`src/rtl/tt_um_macros77_bcd2bin.sv`:
```
// 3-digit BCD to 10-bit binary converter using reverse double-dabble, one iteration per enabled clock.
// Optional macro BCD2BIN_ERR_EN: digits above 9 end the request at once with err=1 and bin=0.
module tt_um_macros77_bcd2bin (
  input  logic       clk,
  input  logic       rst_n,
  input  logic       ena,
  input  logic [7:0] ui_in,
  input  logic [7:0] uio_in,
  output logic [7:0] uo_out,
  output logic [7:0] uio_out,
  output logic [7:0] uio_oe
);

  typedef enum logic [1:0] {IDLE, CONV, DONE} state_t;

  state_t      state_reg, state_next;
  logic [21:0] sr_reg, sr_next;      // {hundreds, tens, ones, bin[9:0]}
  logic [3:0]  cnt_reg, cnt_next;
  logic        busy_reg, busy_next;
  logic        done_reg, done_next;
  logic        start_q_reg;
  logic        armed_reg;
  logic        err;

  logic        start;
  logic        sel;
  logic        start_edge;
  logic [11:0] digits;
  logic [21:0] sr_shift;
  logic [21:0] sr_dabble;
  logic        unused_uio;

  assign start  = uio_in[4];
  assign sel    = uio_in[5];
  assign digits = {uio_in[3:0], ui_in[7:4], ui_in[3:0]};
  assign unused_uio = &{1'b0, uio_in[7:6]};

  // armed_reg stays low for the first enabled edge after reset, so a start
  // already high at release is loaded into start_q without triggering.
  assign start_edge = start & ~start_q_reg & armed_reg;

  assign sr_shift        = {1'b0, sr_reg[21:1]};
  assign sr_dabble[9:0]  = sr_shift[9:0];

  genvar gi;
  generate
    for (gi = 0; gi < 3; gi++) begin : g_digit
      localparam int LSB = 10 + 4 * gi;
      assign sr_dabble[LSB+3:LSB] = sr_shift[LSB+3] ? (sr_shift[LSB+3:LSB] - 4'd3)
                                                    : sr_shift[LSB+3:LSB];
    end
  endgenerate

`ifdef BCD2BIN_ERR_EN
  logic err_reg, err_next;
  logic digit_bad;
  assign digit_bad = (digits[11:8] > 4'd9) | (digits[7:4] > 4'd9) | (digits[3:0] > 4'd9);
  assign err = err_reg;
`else
  assign err = 1'b0;
`endif

  always_comb begin
    state_next = state_reg;
    sr_next    = sr_reg;
    cnt_next   = cnt_reg;
    busy_next  = busy_reg;
    done_next  = done_reg;
`ifdef BCD2BIN_ERR_EN
    err_next   = err_reg;
`endif
    case (state_reg)
      IDLE, DONE: begin
        if (start_edge) begin
          sr_next    = {digits, 10'b0};
          cnt_next   = 4'd0;
          busy_next  = 1'b1;
          done_next  = 1'b0;
          state_next = CONV;
`ifdef BCD2BIN_ERR_EN
          err_next   = 1'b0;
          if (digit_bad) begin
            sr_next    = 22'b0;
            busy_next  = 1'b0;
            done_next  = 1'b1;
            err_next   = 1'b1;
            state_next = DONE;
          end
`endif
        end
      end
      CONV: begin
        sr_next  = sr_dabble;
        cnt_next = cnt_reg + 4'd1;
        if (cnt_reg == 4'd9) begin
          busy_next  = 1'b0;
          done_next  = 1'b1;
          state_next = DONE;
        end
      end
      default: state_next = IDLE;
    endcase
  end

  always_ff @(posedge clk or negedge rst_n) begin
    if (!rst_n) begin
      state_reg   <= IDLE;
      sr_reg      <= 22'b0;
      cnt_reg     <= 4'd0;
      busy_reg    <= 1'b0;
      done_reg    <= 1'b0;
      start_q_reg <= 1'b0;
      armed_reg   <= 1'b0;
`ifdef BCD2BIN_ERR_EN
      err_reg     <= 1'b0;
`endif
    end else if (ena) begin
      state_reg   <= state_next;
      sr_reg      <= sr_next;
      cnt_reg     <= cnt_next;
      busy_reg    <= busy_next;
      done_reg    <= done_next;
      start_q_reg <= start;
      armed_reg   <= 1'b1;
`ifdef BCD2BIN_ERR_EN
      err_reg     <= err_next;
`endif
    end
  end

  assign uo_out  = sel ? {err, 5'b0, sr_reg[9:8]} : sr_reg[7:0];
  assign uio_out = {done_reg, busy_reg, 6'b0};
  assign uio_oe  = 8'b1100_0000;

endmodule

```
`config.mk`:
```
export PLATFORM = sky130hd
export DESIGN_NAME = tt_um_macros77_bcd2bin
export DESIGN_NICKNAME = d
export VERILOG_FILES = /design/src/rtl/tt_um_macros77_bcd2bin.sv
export SDC_FILE = /design/constraint.sdc
export NUM_CORES = 1
export LEC_CHECK = 0
export BUFFER_PORTS_ARGS = -buffer_cell sky130_fd_sc_hd__buf_2
export CAP_MARGIN = 40
export CORE_MARGIN = 1.5
export CORE_UTILIZATION = 43
export DETAILED_ROUTE_END_ITERATION = 8
export PLACE_DENSITY = 0.67
export SLEW_MARGIN = 10
export SYNTH_ARGS = -nofsm -noshare
export SYNTH_HDL_FRONTEND = slang
export SYNTH_SLANG_ARGS = --single-unit
```
`constraint.sdc`:
```
create_clock -name clk -period 1.42 [get_ports clk]
set_input_delay 0.284 -clock clk [delete_from_list [all_inputs] [get_ports clk]]
set_output_delay 0.284 -clock clk [all_outputs]
set_load 0.05 [all_outputs]
```
==> impl_metrics.env <==
export IMPL_min_period_ns=1.40
export IMPL_regArea_um2=802
export IMPL_io_buffers=26
export IMPL_cp_end_kind="output port"
export IMPL_cts_tree="yes"
export IMPL_wl_um=3290
export IMPL_antenna_found_initial=0
export IMPL_hold_viol=0
export IMPL_path_clk_slew_ns=0.07
export IMPL_grt_overflow=0
export IMPL_final_setup_viol_count=0
export IMPL_pin_count=43
export IMPL_ff2ff_setup_slack_ns=0.03
export IMPL_min_path_type="input pin to flip-flop"
export IMPL_worstPathMaxFanout=3
export IMPL_row_count=22
export IMPL_yosys_top_cells_area="dfrtp_1 (47%), buf_4 (7.0%), a22o_1 (5.6%)"
export IMPL_largest_reg_flops=22
export IMPL_wl_met2_um=1720
export IMPL_top_layer="met4"
export IMPL_synthCells=172
export IMPL_dr_first_iter_drc_count=44
export IMPL_ys_ff_latch=32
export IMPL_cts_buffer_depth=2
export IMPL_yosysSeqAreaShare_pct=46.7
export IMPL_die_h_um=66.1
export IMPL_place_gp_congestion=0.762
export IMPL_multi_input_area_um2=774
export IMPL_synth_area_leader_cell="dfrtp_1"
export IMPL_pre_cts_ws_ns=0.0143
export IMPL_status="complete, no violations"
export IMPL_grt_start_max_net_pins=25
export IMPL_synth_edff_count=0
export IMPL_synth_top_area_share_pct=46.7
export IMPL_p_leak_nw=1.03
export IMPL_power_density_nw_per_um2=2210
export IMPL_grt_pass1_wl_um=5160
export IMPL_syn_area_per_cell_um2=9.96
export IMPL_htreeDepth=2
export IMPL_met1_length_um=1350
export IMPL_wl_met3_um=188
export IMPL_vias_per_cell=5.06
export IMPL_worst_slack_ns=0.0233
export IMPL_synth_commonest_cells="dfrtp_1 (32), nand2_1 (20), buf_4 (16)"
export IMPL_ys_flop_type="dfrtp_1"
export IMPL_fmax_mhz=716
export IMPL_fin_crit_sh_pct=98.4
export IMPL_clock_sinks=32
export IMPL_yosys_cell_count_top_type="dfrtp_1"
export IMPL_critPathKind="flip-flop to output port"
export IMPL_clkLatencyLatePin_ns=0.28
export IMPL_cts_buffers=5
export IMPL_fin_skew_ns=0.00298
export IMPL_synth_distinct_cells=27
export IMPL_antenna_left=0
export IMPL_die_w_um=66.1
export IMPL_crit_arrival_ns=1.11
export IMPL_drc=0
export IMPL_finalPower_mw=4.53
export IMPL_diodes=0
export IMPL_syn_to_final_growth_pct=19.6
export IMPL_num_nets_final=230
export IMPL_dieArea_um2=4370
export IMPL_track_usage_pct=15.6
export IMPL_coreArea_um2=3740
export IMPL_syn_area_um2=1710
export IMPL_drive_gt1_share_pct=26.9
export IMPL_instances_no_fill=256
export IMPL_synth_warnings=0
export IMPL_rsz0062_at_grt="true"
export IMPL_place_inst=241
export IMPL_vias=1295
export IMPL_irDropWorstVdd_mv=1.44
export IMPL_initial_core_util_pct=45.8
export IMPL_first_global_vias=1156
export IMPL_drtPass1Iterations=4
export IMPL_cp_start_kind="flip-flop"
export IMPL_maxSlewViolCount=0
export IMPL_ys_async_sr_fraction_pct=100
export IMPL_required_ns=1.14
export IMPL_cts_root_buf="clkbuf_8"
export IMPL_maxCapViolCount=0
export IMPL_wl_per_cell_um=12.9
export IMPL_final_fill_count=360
export IMPL_dpl_hpwl_um=2220
-- critical path, cell delays in order (launching register included) --
cell and delay [ns]:
dfrtp_1 0.40, mux2_2 0.28, buf_6 0.15
-- routing by layer --
layer | up-vias | track usage [%]
met5 | - | 0
met4 | 0 | 4.34
met3 | 5 | 4.60
met2 | 49 | 28.1
met1 | 617 | 17.9
li1 | 624 | -
-- through the flow --
step / util (%) / area [um2] / hold WS [ns] / TNS, ns
after global placement: 49.2 / 1840 / 0.207 / 0
after floorplan: - / 1760 / -0.0116 / 0
after CTS: 53.6 / 2010 / 0.227 / 0
after detailed placement: 49.2 / 1840 / 0.216 / 0
after global routing: 54.7 / 2050 / 0.241 / -0.0289
final: 54.7 / 2050 / 0.235 / 0
-- repair_timing --
| action | 4_1_cts | 5_1_grt |
|---|---|---|
| setup endpoints to repair | 4 | 7 |
| resized for setup | 3 | 6 |
| hold buffers | 1 | 0 |
| endpoints found under the hold margin | 13 | 0 |
| buffers inserted | 3 | 3 |
-- placed cells by master, fill, tap and decap left out, types with 2 or more instances in the layout --
cell type	n
dfrtp_1	31
buf_2	24
nand2_1	20
nor2_1	15
conb_1	14
a22o_1	11
a21oi_1	10
buf_4	10
o21ai_1	9
o21ai_0	8
mux2i_1	7
clkbuf_8	7
nor2b_1	6
xnor2_1	4
ha_1	4
mux2_2	3
buf_6	3
inv_1	2
and3b_1	2
nand3b_1	2
o22a_1	2
nand2b_1	2
buf_12	2
-- path summary, 6_finish.rpt --
check,start,to,cells past startpoint
hold / removal,uio_in[3],sr_reg[21],3
hold reg to reg,sr_reg[19],sr_reg[19],2
setup reg to reg,state_reg[0],sr_reg[3],4
setup / recovery,sr_reg[8],uo_out[0],2
max in group asynchronous,rst_n,sr_reg[5],3
min in group asynchronous,rst_n,busy_reg,2
-- cells by family (layout without fill, tap and decap cells) --
logic type,Yosys count,after routing,synth area share (%)
compound gates,41,41,15.0
simple gates,52,52,15.0
mux,10,10,6.06
flops,32,32,46.7
other cells,2,14,0.438
xor+xnor,5,5,2.56
fa+ha+maj,4,4,2.92
buf+inv,26,50,11.2
-- report_power, final --
group / leakage [nW] / switching (mW) / internal, mW
clock network: 0.0645 / 0.330 / 0.619
registers: 0.409 / 0.325 / 1.27
logic: 0.556 / 1.10 / 0.895
-- final cells by class --
| class | count | area share, % |
|---|---|---|
| Sequential cell | 32 | 39.1 |
| Tap cell | 48 | 2.93 |
| Timing Repair Buffer | 40 | 13.6 |
| Multi-Input combinational cell | 126 | 37.8 |
| Inverter | 2 | 0.366 |
| Clock inverter | 1 | 1.47 |
| Clock buffer | 7 | 4.70 |
No activity file was read; power rests on OpenSTA's default activity.
